<file path="src/rtl/red_pitaya_pfd_sched.sv">
// red_pitaya_pfd_sched: shares one CORDIC phase pipeline among NCH I/Q channels, unwraps each returned phase per channel.
// Define PFD_SCHED_PRIORITY_EN to give channel 0 strict priority ahead of the round-robin.
module red_pitaya_pfd_sched #(
   parameter int NCH        = 4,
   parameter int CHW        = 2,
   parameter int LPFBITS    = 24,
   parameter int PHASEWIDTH = 15,
   parameter int TURNWIDTH  = 4,
   parameter int SIGNALBITS = 14,
   parameter int LATENCY    = 13
) (
   input  logic                       clk_i,
   input  logic                       rstn_i,
   input  logic [NCH-1:0]             enable_i,
   input  logic [NCH-1:0]             clear_i,
   input  logic [NCH-1:0]             req_valid_i,
   output logic [NCH-1:0]             req_ready_o,
   input  logic [NCH*LPFBITS-1:0]     req_i_i,
   input  logic [NCH*LPFBITS-1:0]     req_q_i,
   output logic [LPFBITS-1:0]         cordic_i_o,
   output logic [LPFBITS-1:0]         cordic_q_o,
   output logic                       cordic_valid_o,
   input  logic [PHASEWIDTH-1:0]      cordic_ph_i,
   output logic [NCH*SIGNALBITS-1:0]  integral_o,
   output logic [NCH-1:0]             out_valid_o,
   output logic [NCH-1:0]             sat_o
);
   localparam int FW = SIGNALBITS - TURNWIDTH;
   logic [NCH-1:0] elig, gnt;
   logic [CHW-1:0] ptr, ptr_nx, gnt_ch, idx, issue_ch, rc;
   logic [CHW:0] sum;
   logic any, ptr_en, rv, unused_ph;
   logic [LATENCY-1:0] tv;
   logic [CHW-1:0] tc [LATENCY];
   assign elig = req_valid_i & enable_i;
   assign any = |elig;
   assign gnt = NCH'(1) << gnt_ch;
   assign req_ready_o = (any && rstn_i) ? gnt : '0;
   assign ptr_nx = (gnt_ch == CHW'(NCH - 1)) ? '0 : gnt_ch + 1'b1;
   assign unused_ph = ^cordic_ph_i[PHASEWIDTH-FW-1:0];
   // Scan downward from pointer+NCH-1 so the channel nearest the pointer wins last.
   always_comb begin
      gnt_ch = '0;
      sum = '0;
      idx = '0;
      for (int i = NCH - 1; i >= 0; i--) begin
         sum = {1'b0, ptr} + (CHW+1)'(i);
         idx = (sum >= (CHW+1)'(NCH)) ? CHW'(sum - (CHW+1)'(NCH)) : CHW'(sum);
`ifdef PFD_SCHED_PRIORITY_EN
         if (elig[idx] && idx != '0) gnt_ch = idx;
`else
         if (elig[idx]) gnt_ch = idx;
`endif
      end
`ifdef PFD_SCHED_PRIORITY_EN
      if (elig[0]) gnt_ch = '0;
`endif
   end
`ifdef PFD_SCHED_PRIORITY_EN
   assign ptr_en = any && gnt_ch != '0;
`else
   assign ptr_en = any;
`endif
   always_ff @(posedge clk_i or negedge rstn_i)
      if (!rstn_i) begin
         ptr <= '0;
         cordic_valid_o <= 1'b0;
         cordic_i_o <= '0;
         cordic_q_o <= '0;
         issue_ch <= '0;
         tv <= '0;
         for (int k = 0; k < LATENCY; k++) tc[k] <= '0;
      end else begin
         cordic_valid_o <= any;
         tv <= {tv[LATENCY-2:0], cordic_valid_o};
         tc[0] <= issue_ch;
         for (int k = 1; k < LATENCY; k++) tc[k] <= tc[k-1];
         if (any) begin
            cordic_i_o <= req_i_i[gnt_ch*LPFBITS +: LPFBITS];
            cordic_q_o <= req_q_i[gnt_ch*LPFBITS +: LPFBITS];
            issue_ch <= gnt_ch;
         end
         if (ptr_en) ptr <= ptr_nx;
      end
   assign rv = tv[LATENCY-1];
   assign rc = tc[LATENCY-1];
   for (genvar g = 0; g < NCH; g++) begin : g_ch
      logic signed [TURNWIDTH-1:0] turns, turns_nx;
      logic [1:0] quad, nquad;
      logic first, sat, ov, hit, up, dn, at_max, at_min;
      logic [SIGNALBITS-1:0] integ;
      assign nquad = cordic_ph_i[PHASEWIDTH-1 -: 2];
      assign hit = rv && rc == CHW'(g) && enable_i[g];
      assign up = !first && quad == 2'b11 && nquad == 2'b00;
      assign dn = !first && quad == 2'b00 && nquad == 2'b11;
      assign at_max = turns == {1'b0, {(TURNWIDTH-1){1'b1}}};
      assign at_min = turns == {1'b1, {(TURNWIDTH-1){1'b0}}};
      assign turns_nx = clear_i[g] ? '0 :
                        (up && !at_max) ? turns + TURNWIDTH'(1) :
                        (dn && !at_min) ? turns - TURNWIDTH'(1) : turns;
      // A result coincident with clear becomes the new reference phase.
      always_ff @(posedge clk_i or negedge rstn_i)
         if (!rstn_i) begin
            turns <= '0;
            quad <= '0;
            first <= 1'b1;
            sat <= 1'b0;
            ov <= 1'b0;
            integ <= '0;
         end else begin
            ov <= hit;
            if (clear_i[g]) begin
               turns <= '0;
               sat <= 1'b0;
               first <= !hit;
            end else if (!enable_i[g]) first <= 1'b1;
            else if (hit) begin
               turns <= turns_nx;
               sat <= sat | (up && at_max) | (dn && at_min);
               first <= 1'b0;
            end
            if (hit) begin
               quad <= nquad;
               integ <= {turns_nx, cordic_ph_i[PHASEWIDTH-1 -: FW]};
            end
         end
      assign out_valid_o[g] = ov;
      assign sat_o[g] = sat;
      assign integral_o[g*SIGNALBITS +: SIGNALBITS] = integ;
   end
endmodule

</file>
<file path="config.mk">
export PLATFORM = sky130hd
export DESIGN_NAME = red_pitaya_pfd_sched
export DESIGN_NICKNAME = d
export VERILOG_FILES = /design/src/rtl/red_pitaya_pfd_sched.sv
export SDC_FILE = /design/constraint.sdc
export NUM_CORES = 1
export LEC_CHECK = 0
export CORE_ASPECT_RATIO = 0.75
export CORE_MARGIN = 2
export CORE_UTILIZATION = 44
export DETAILED_ROUTE_END_ITERATION = 10
export GPL_ROUTABILITY_DRIVEN = 0
export GPL_TIMING_DRIVEN = 0
export PLACE_DENSITY = 0.92
export REMOVE_ABC_BUFFERS = 1
export SYNTH_ARGS = -nofsm -noshare
export SYNTH_HDL_FRONTEND = slang
export SYNTH_SLANG_ARGS = --single-unit
</file>
<file path="constraint.sdc">
create_clock -name clk_i -period 2.9 [get_ports clk_i]
set_clock_uncertainty 0.2 [all_clocks]
set_input_delay 0.58 -clock clk_i [delete_from_list [all_inputs] [get_ports clk_i]]
set_output_delay 0.58 -clock clk_i [all_outputs]
set_load 0.03 [all_outputs]
</file>
[After elaboration in Yosys (flattened, before gate mapping)]
Index checks and enable logic that the tools add are counted.
Operators by class
  reduce and logical (&&, ||, !) cells: 76
  order comparisons: 8
  shift-type cells: 3
  add/sub/neg operators: 16
  bitwise gates (word level): 9
  multiplexer cells: 66
  eq/ne operators: 21
  div/mod/pow operators: 0
  $mul: 1
Operators by type and width (count)
  96-bit by 8-bit variable part select with 24-bit output: 2
  4-bit two-way mux: 25
  1-bit logical AND: 41
  1-bit two-way mux: 28
  2-bit two-way mux: 9
  4-bit by 1-bit adder with 4-bit output, second input constant: 4
  2-bit == test, second input constant: 8
  4-bit by 3-bit == test with 1-bit output, second input constant: 4
  4-bit == test, second input constant: 4
  1-bit zero test: 16
  2-bit nonzero test: 8
  4-bit by 1-bit subtractor with 4-bit output, second input constant: 4
  2-bit zero test: 6
  2-bit by 3-bit less-than comparator with 1-bit output, second input constant: 4
  3-bit by 1-bit inequality test with 1-bit output, second input constant: 4
  3-bit >= comparator, second input constant: 3
  1-bit binary-select mux with 2-bit select: 4
  1-bit OR: 8
  2-bit AND reduction: 4
  2-bit by 1-bit subtractor with 2-bit output, second input constant: 4
  2-bit by 2-bit adder with 3-bit output, second input constant: 2
  4-bit bitwise AND: 1
  2-bit by 2-bit multiplier with 4-bit output, second input constant: 1
  4-bit OR reduction: 1
  other kinds (5): 5
Word-level totals
  input bits: 221
  latch bits: 0
  output and inout bits: 117
  bits in read-only memories: 0
  memories kept: 0
  flip-flop bits (word level): 184
  RAM bits: 0

[Logic depth before layout (Yosys ltp)]
Gate-level depths: netlist of the first run.
  depth in word-level cells: 11
  mapped depth: 9
  depth with buffers taken out: 7

[Least setup slack after synthesis of the first run]
OpenSTA, ideal clock, no wires.
  path kind: input port to output port
  start point: input req_valid_i[1]
  end point: output req_ready_o[3]
  stages: 6
  setup slack: -0.193 ns
  arrival time: 2.313 ns
  required time: 2.120 ns
  cell sequence: and2_4 > o311a_1 > or2_1 > buf_6 > clkbuf_1 > nor3_1
On the way
  word-level cells in the longest chain between the ends: 9
RTL lines
  start, declared: line 16  | input logic [NCH-1:0] req_valid_i,
  4-bit bitwise AND *: line 35  | assign elig = req_valid_i & enable_i;
  1-bit binary-select mux with 2-bit select: line 52  | if (elig[idx]) gnt_ch = idx;
  1-bit two-way mux (not written as such): line 52
  2-bit two-way mux (4 in series): line 52
  1-bit by 2-bit << shifter with 4-bit output: line 37  | assign gnt = NCH'(1) << gnt_ch;
  4-bit two-way mux *: line 38  | assign req_ready_o = (any && rstn_i) ? gnt : '0;
  end, declared: line 17  | output logic [NCH-1:0] req_ready_o,
Every way passes the cells marked *; elsewhere a longest branch is shown, timed or not. The select of a mux whose other input is x is not followed.

[Worst setup path after layout of the first run]
  start point: input req_valid_i[0]
  end point: output req_ready_o[2]
Same word-level chain as after synthesis.

==> reports/qor.txt, run 1 <==
=================================================================================
Static Leak                                                               5.58 nW
Number of rows created at floorplan                                            44
Biggest cell delay along the critical path                                0.32 ns
Power per cell area                                                   784 nW/um^2
Slew Limit Fails                                                                0
Combined area of all synthesized cells                                 8510 sq um
Final Non-Filler Cells                                                      1,455
Endpoints failing hold                                                          0
First-pass GRT wire length                                              46,900 um
Maximum operating frequency                                               342 MHz
Total clock sinks                                                             176
Number of top-level design ports                                              338
Utilization of the core after routing                                       0.690
Number of CTS-inserted buffers                                                 17
Maximum root-to-sink buffer count                                               2
Die W                                                                      165 um
Synth async-reset ratio                                                      1.00
Total power after layout                                                  10.4 mW
Routed Wire Length                                                      30,900 um
Detail-routed via count per cell                                             5.69
Final nets                                                                  1,417
Count of vias placed by the detailed router                                 8,286
Critical path capture point type                                     primary output
Type of the setup path with the least slack                             in -> out
Number of optimization iterations in the first detailed-route pass              7
Vertical die dimension                                                     124 um
Cell with the largest stage delay on the worst path                  sky130_fd_sc_hd__o311a_4
Final Critical Period                                                     2.93 ns
Area fraction of the dominant cell type after synthesis                     0.506
Clock Pin Slew Worst Setup and Hold Paths                                 0.07 ns
Final period util                                                            1.01
Max_slew headroom                                                           0.369
Library cell with the largest summed area after synthesis            sky130_fd_sc_hd__dfrtp_1
Number of global-route vias before repair                                   8,324
Crit path buffers/inverters                                                     3
Detailed placement HPWL                                                 19,800 um
Most numerous cell in the Yosys netlist                              sky130_fd_sc_hd__dfrtp_1
Core Area                                                            19,200 sq um
Failing checks                                                       negative setup slack
Unique cell type count in the Yosys netlist                                    55
Synthesized area per cell                                              10.0 sq um
CTS HTree Levels                                                                4
Worst VDD drop                                                             541 uV
#FFs+latches synth                                                            176
Accumulated negative setup slack                                       -0.0251 ns
Cell chosen for the clock root                                       sky130_fd_sc_hd__clkbuf_16
Number of buffer cells added on primary ports                                 332
Run status                                                           complete, but fails checks
GRT Total Usage                                                             0.303
Starting density of the core                                                0.444
CTS tree                                                                     done
Cell type group with the largest total delay on the critical path    simple AND/OR/NAND/NOR gates
Ordered cell list for the critical path                              clkdlybuf4s15_1 -> and3_4 -> o311a_4 -> or2_4 -> clkinv_8 -> ha_4 -> and3_4 -> buf_6
Synth warn                                                                      0
Die area                                                             20,500 sq um
DRC errors left                                                                 0
Starting DRC count in detailed routing                                        833
Most used cell along the critical path                               sky130_fd_sc_hd__and3_4
RSZ-0062 raised after global routing                                          yes
Synth-to-Final Area Change                                                  55.2%
Crit path DAT                                                             2.15 ns
Hold WS                                                                0.00845 ns
Post-placement cell count                                                   1,379
Gate Count Post-Synth                                                         851
Remaining antenna violation count after routing                                 0
Number of max-cap violations                                                    0
Count of flip-flops with a built-in enable after synthesis                      0
Primary flip-flop cell chosen by synthesis mapping                   sky130_fd_sc_hd__dfrtp_1
Part of the Yosys area used for sequential elements                         0.518
Transition time of the tightest slew-check pin                           0.942 ns
Maximum fanout count along the critical path                                    4
Fraction of final layout cells with drive strength greater than 1           0.101
Top cell types by occurrence after synthesis                         172 x sky130_fd_sc_hd__dfrtp_1, 145 x sky130_fd_sc_hd__nand2_1, 97 x sky130_fd_sc_hd__a211oi_1
Final WS setup                                                         -0.0251 ns
Count of final setup violators                                                  1
WP data required                                                          2.12 ns
Pin count of the biggest net entering global routing                          110
Antenna violations before repair                                                2
Total gr overflow                                                               0
Average detailed-routed wire length per instance                          21.2 um
Most area-consuming cells after synthesis                            sky130_fd_sc_hd__dfrtp_1 51%, sky130_fd_sc_hd__a211oi_1 8.6%, sky130_fd_sc_hd__nand2_1 6.4%
Min-delay worst type                                                  in -> async
Crit start category                                                    input port
Worst skew pair latency                                                   0.42 ns
=================================================================================
path summary, 6_finish.rpt:
| check | start | endpoint | slack, ns | cells past startpoint |
|---|---|---|---|---|
| max | req_valid_i[0] | req_ready_o[2] | -0.03 | 8 |
| min | rstn_i | g_ch[3].quad[0] | 0.008 | 2 |
| max reg2reg | ptr[1] | cordic_i_o[7] | 0.25 | 9 |
| min reg2reg | tc[9] | tc[7] | 0.15 | 0 |
| max in group asynchronous | rstn_i | cordic_q_o[14] | 1.55 | 3 |
| min in group clk_i | tc[9] | tc[7] | 0.15 | 0 |
area by class of cell:
class / count / area [sq um]
tap: 253 / 317
clock inverter: 11 / 169
timing repair buffer: 377 / 3950
multi-input combinational: 582 / 3750
timing repair inverter: 2 / 17.5
fill: 1383 / 5950
clock buffer: 21 / 470
sequential: 176 / 4410
inverter: 31 / 129
antenna: 2 / 5.00
power by group:
group	switching [mW]	internal, mW
clock	1.02	1.45
sequential	0.392	3.12
combinational	2.50	1.89
total	3.91	6.45
kinds of logic (layout without fill, tap and decap cells):
group	count (synthesis)	in the layout	share of synthesized area
AO/OA/AOI/OAI	182	183	0.153
XOR/XNOR	12	12	0.0123
adder cells (fa/ha/maj)	9	9	0.0132
buffers and inverters	95	442	0.0573
flip-flops	176	176	0.518
multiplexers	55	55	0.0650
other	0	2	0
AND/OR/NAND/NOR	322	323	0.181
through the flow:
step	instance area [sq um]	worst slack, ns
after global placement	11800	-6.61
after global routing	13200	-0.0627
after floorplan	8150	-3.04
after detailed placement	12000	-2.28
final	13200	-0.0251
after CTS	13200	-0.0520
timing repair:
action	CTS	global route
endpoints found under the hold margin	68	0
cloned	11	1
setup buffers	27	3
pin swaps	8	6
hold buffers	2	0
endpoints found under the setup margin	54	7
gates resized for setup	64	10
placed cells by master, fill, tap and decap left out, types with 3 or more instances in the layout:
cell type,count
sky130_fd_sc_hd__nand3b_1,4
sky130_fd_sc_hd__nand3_1,12
sky130_fd_sc_hd__and2_4,3
sky130_fd_sc_hd__dfrtp_1,171
sky130_fd_sc_hd__bufbuf_16,7
sky130_fd_sc_hd__mux2i_1,53
sky130_fd_sc_hd__buf_16,3
sky130_fd_sc_hd__a21oi_1,16
sky130_fd_sc_hd__nor3_1,8
sky130_fd_sc_hd__bufinv_16,3
sky130_fd_sc_hd__clkdlybuf4s50_1,319
sky130_fd_sc_hd__buf_2,4
sky130_fd_sc_hd__clkinv_4,4
sky130_fd_sc_hd__or3_1,4
sky130_fd_sc_hd__nor3b_1,49
sky130_fd_sc_hd__nand2_1,143
sky130_fd_sc_hd__buf_4,30
sky130_fd_sc_hd__dfstp_2,4
sky130_fd_sc_hd__clkbuf_8,3
sky130_fd_sc_hd__o21ai_0,15
sky130_fd_sc_hd__ha_1,8
sky130_fd_sc_hd__nor2_1,69
sky130_fd_sc_hd__clkinv_1,3
sky130_fd_sc_hd__nand2b_1,7
sky130_fd_sc_hd__xnor2_1,12
sky130_fd_sc_hd__inv_6,3
sky130_fd_sc_hd__buf_12,4
sky130_fd_sc_hd__inv_1,27
sky130_fd_sc_hd__and3_4,3
sky130_fd_sc_hd__o22ai_1,6
sky130_fd_sc_hd__clkbuf_16,18
sky130_fd_sc_hd__o211ai_1,9
sky130_fd_sc_hd__o31ai_1,9
sky130_fd_sc_hd__a211oi_1,97
sky130_fd_sc_hd__a22oi_1,5
sky130_fd_sc_hd__a21o_1,6
metal layers:
| metal | up-vias | track usage | part of all wire |
|---|---|---|---|
| li1 | 3682 | - | - |
| met1 | 4061 | 0.368 | 0.39 |
| met3 | 89 | 0.0783 | 0.084 |
| met4 | 0 | 0.124 | 0.037 |
| met2 | 454 | 0.512 | 0.49 |
| met5 | - | 0 | 0 |
state kept, by name (all words and copies together), names as in the netlist:
signal	count
g_ch.ov	4
rc	2
cordic_valid_o	1
issue_ch	2
g_ch.first	4
tc	24
cordic_q_o	24
ptr	2
g_ch.integ	52
tv	13
cordic_i_o	24
g_ch.quad	4
g_ch.turns	16
g_ch.sat	4
(Power assumes the default switching activity.)
==> run 2, diff against run 1 <==
- PLACE_DENSITY: 0.92 -> 0.84
==> run 2 against run 1 <==
Compared with the run above: the flow finishes with violations (negative hold slack, negative setup slack); via count down 2.1%; first-iteration DRC count fell by 17%; sequential power barely moved; clock-buffer cell count down 3; critical endpoint unchanged; largest power group unchanged.
==> reports/qor.txt, run 2 (synthesis gave the netlist of run 1 again) <==
=====================================================================================
Run status                                                               complete, but fails checks
Failing checks                                                           negative hold slack, negative setup slack
Average detailed-routed wire length per instance                              21.0 um   -0.82%
Maximum root-to-sink buffer count                                                   2   unchanged
Worst r2r src                                                                   rc[1]
Final Non-Filler Cells                                                          1,452   -0.21%
Share of total power consumed by net switching                                  0.389   +0.0113
Biggest cell delay along the critical path                                    0.38 ns   +0.06 ns
Antenna violations before repair                                                    1   -1
Most frequent standard cell in the layout excluding fill and tap cells   sky130_fd_sc_hd__clkdlybuf4s50_1
Transition time of the tightest slew-check pin                                1.02 ns   +0.0748 ns
Number of optimization iterations in the first detailed-route pass                  5   -2
Routed Wire Length                                                          30,600 um   -1.0%
Remaining antenna violation count after routing                                     0   unchanged
Cell type group with the largest total delay on the critical path        simple AND/OR/NAND/NOR gates
Hold WS                                                                    -0.0903 ns   -0.0987 ns
Layout fillers                                                                  1,460   +5.6%
Number of global-route vias before repair                                       8,185   -1.7%
Cell chosen for the clock root                                           sky130_fd_sc_hd__clkbuf_16
DRC errors left                                                                     0   unchanged
Maximum operating frequency                                                   342 MHz   +0.14%
Clock network fraction of total power                                           0.226   -0.012
Maximum fanout count along the critical path                                        4   unchanged
Number of rows created at floorplan                                                44   unchanged
RSZ-0062 raised after global routing                                              yes
Worst skew pair latency                                                       0.42 ns   about the same
Ordered cell list for the critical path                                  clkdlybuf4s15_1 -> and2_4 -> o311a_4 -> or2_4 -> clkinv_16 -> ha_4 -> and3_4 -> buf_6
Starting density of the core                                                    0.444   unchanged
Critical path capture point type                                         primary output
Worst VDD drop                                                                 599 uV   +11%
Crit path DAT                                                                 2.14 ns   about the same
CTS HTree Levels                                                                    4   unchanged
Final period util                                                                1.01   -0.00143
Number of top-level design ports                                                  338   unchanged
Fraction of final layout cells with drive strength greater than 1              0.0985   -0.00234
First-pass GRT wire length                                                  46,800 um   -0.29%
Clock Pin Slew Worst Setup and Hold Paths                                     0.07 ns   about the same
Depth of the worst register-to-register path                                        4   -5
GRT Total Usage                                                                 0.304   +0.00115
Core Area                                                                19,200 sq um   unchanged
Critical path origin                                                     req_valid_i[1]
Switching power of the nets                                                   3.97 mW   +1.6%
Synth-to-Final Area Change                                                      55.1%   about the same
Number of max-cap violations                                                        0   unchanged
Final Critical Period                                                         2.92 ns   -0.00413 ns
Max_slew headroom                                                               0.319   -0.0502
Post-placement cell count                                                       1,379   unchanged
Internal reg-to-reg setup slack                                               0.20 ns   -0.05 ns
CTS tree                                                                         done
Count of vias placed by the detailed router                                     8,109   -2.1%
Area occupied by registers                                                 4410 sq um   unchanged
Cell with the largest stage delay on the worst path                      sky130_fd_sc_hd__o311a_4
Part of the power in registers                                                  0.342   +0.003
Static Leak                                                                   5.57 nW   -0.22%
Die W                                                                          165 um   unchanged
Total clock sinks                                                                 176   unchanged
Vertical die dimension                                                         124 um   unchanged
Internal power of the cells                                                   6.25 mW   -3.1%
Top reg by flops                                                           g_ch.integ
Area after DPL                                                           12,000 sq um   about the same
Number of CTS-inserted buffers                                                     17   unchanged
Type of the setup path with the least slack                                 in -> out
Min-delay worst type                                                      in -> async
Share of power burned in combinational logic                                    0.432   +0.009
Count of final setup violators                                                      2   +1
Commonest non-fill, non-tap cells in the layout                          319 x sky130_fd_sc_hd__clkdlybuf4s50_1, 171 x sky130_fd_sc_hd__dfrtp_1, 143 x sky130_fd_sc_hd__nand2_1, 97 x sky130_fd_sc_hd__a211oi_1, 69 x sky130_fd_sc_hd__nor2_1
Starting DRC count in detailed routing                                            695   -17%
Final cell area excluding filler cells                                   13,200 sq um   about the same
Multi-input gate area in the final layout                                  3740 sq um   -0.30%
WP data required                                                              2.12 ns   about the same
Crit Reg-Reg Endpoint                                                    g_ch[1].turns[3]
Crit start category                                                        input port
Total gr overflow                                                                   0   unchanged
Crit path buffers/inverters                                                         3   unchanged
Die area                                                                 20,500 sq um   unchanged
Pin count of the biggest net entering global routing                              107   -2.7%
Detailed placement HPWL                                                     19,600 um   -0.83%
Final nets                                                                      1,415   -0.14%
Max reg flops                                                                      52   unchanged
Final WS setup                                                             -0.0209 ns   +0.00413 ns
Endpoints failing hold                                                             69   +69
Power per cell area                                                       775 nW/um^2   -1.3%
Number of buffer cells added on primary ports                                     332   unchanged
Detail-routed via count per cell                                                 5.58   -1.9%
Worst slack, placed                                                          -2.49 ns   -0.213 ns
Slew Limit Fails                                                                    0   unchanged
=====================================================================================
-- run 2: how the worst max path moves through the flow --
stage | to | slack, ns | depth (start not counted)
CTS | req_ready_o[2] | -0.05 | 7
global placement | req_ready_o[2] | -6.58 | 8
floorplan | req_ready_o[1] | -3.04 | 5
global route | req_ready_o[2] | -0.07 | 7
finish | req_ready_o[2] | -0.02 | 8
detailed placement | req_ready_o[2] | -2.49 | 9
-- run 2: worst register-to-register path, stage by stage (launching register included) --
cell,delay [ns]
sky130_fd_sc_hd__dfrtp_1,0.40
sky130_fd_sc_hd__nand4b_1,0.88
sky130_fd_sc_hd__clkinvlp_4,0.73
sky130_fd_sc_hd__a211oi_1,0.15
sky130_fd_sc_hd__a31o_2,0.24
-- run 2: layer usage --
metal	global-route usage	wire length, um
met1	0.393	12400
met2	0.502	14800
met3	0.0769	2480
met4	0.0967	850
met5	0	0
-- run 2: area by class of cell --
cell class                 instances  share of cell area
inverter                          31              0.0111
clock buffer                      18              0.0325
antenna                            1            0.000190
timing repair inverter             2             0.00246
clock inverter                    14              0.0127
timing repair buffer             375               0.300
multi-input combinational        582               0.283
sequential                       176               0.334
tap                              253              0.0240
-- run 2: repair_timing --
| item | CTS | global route |
|---|---|---|
| buffers inserted | 27 | 2 |
| hold endpoints to repair | 69 | 67 |
| resized for setup | 67 | 8 |
| gates cloned | 12 | 0 |
| setup endpoints to repair | 56 | 5 |
| pin swaps | 8 | 5 |
-- run 2: power by group through the flow --
stage	logic, mW	registers, mW	clock network (mW)
global route	4.66	3.58	2.46
global placement	3.82	3.51	0
finish	4.42	3.49	2.31
detailed placement	3.94	3.54	0
CTS	4.41	3.49	2.35
floorplan	0.983	4.52	0
-- run 2: stage by stage --
stage               power [mW]  utilization  setup TNS [ns]
global placement          7.33        0.615        -1414.62
global route              10.7        0.689          -0.189
finish                    10.2        0.689         -0.0322
CTS                       10.3        0.689         -0.0980
detailed placement        7.48        0.625          -91.73
floorplan                 5.50            -         -117.33
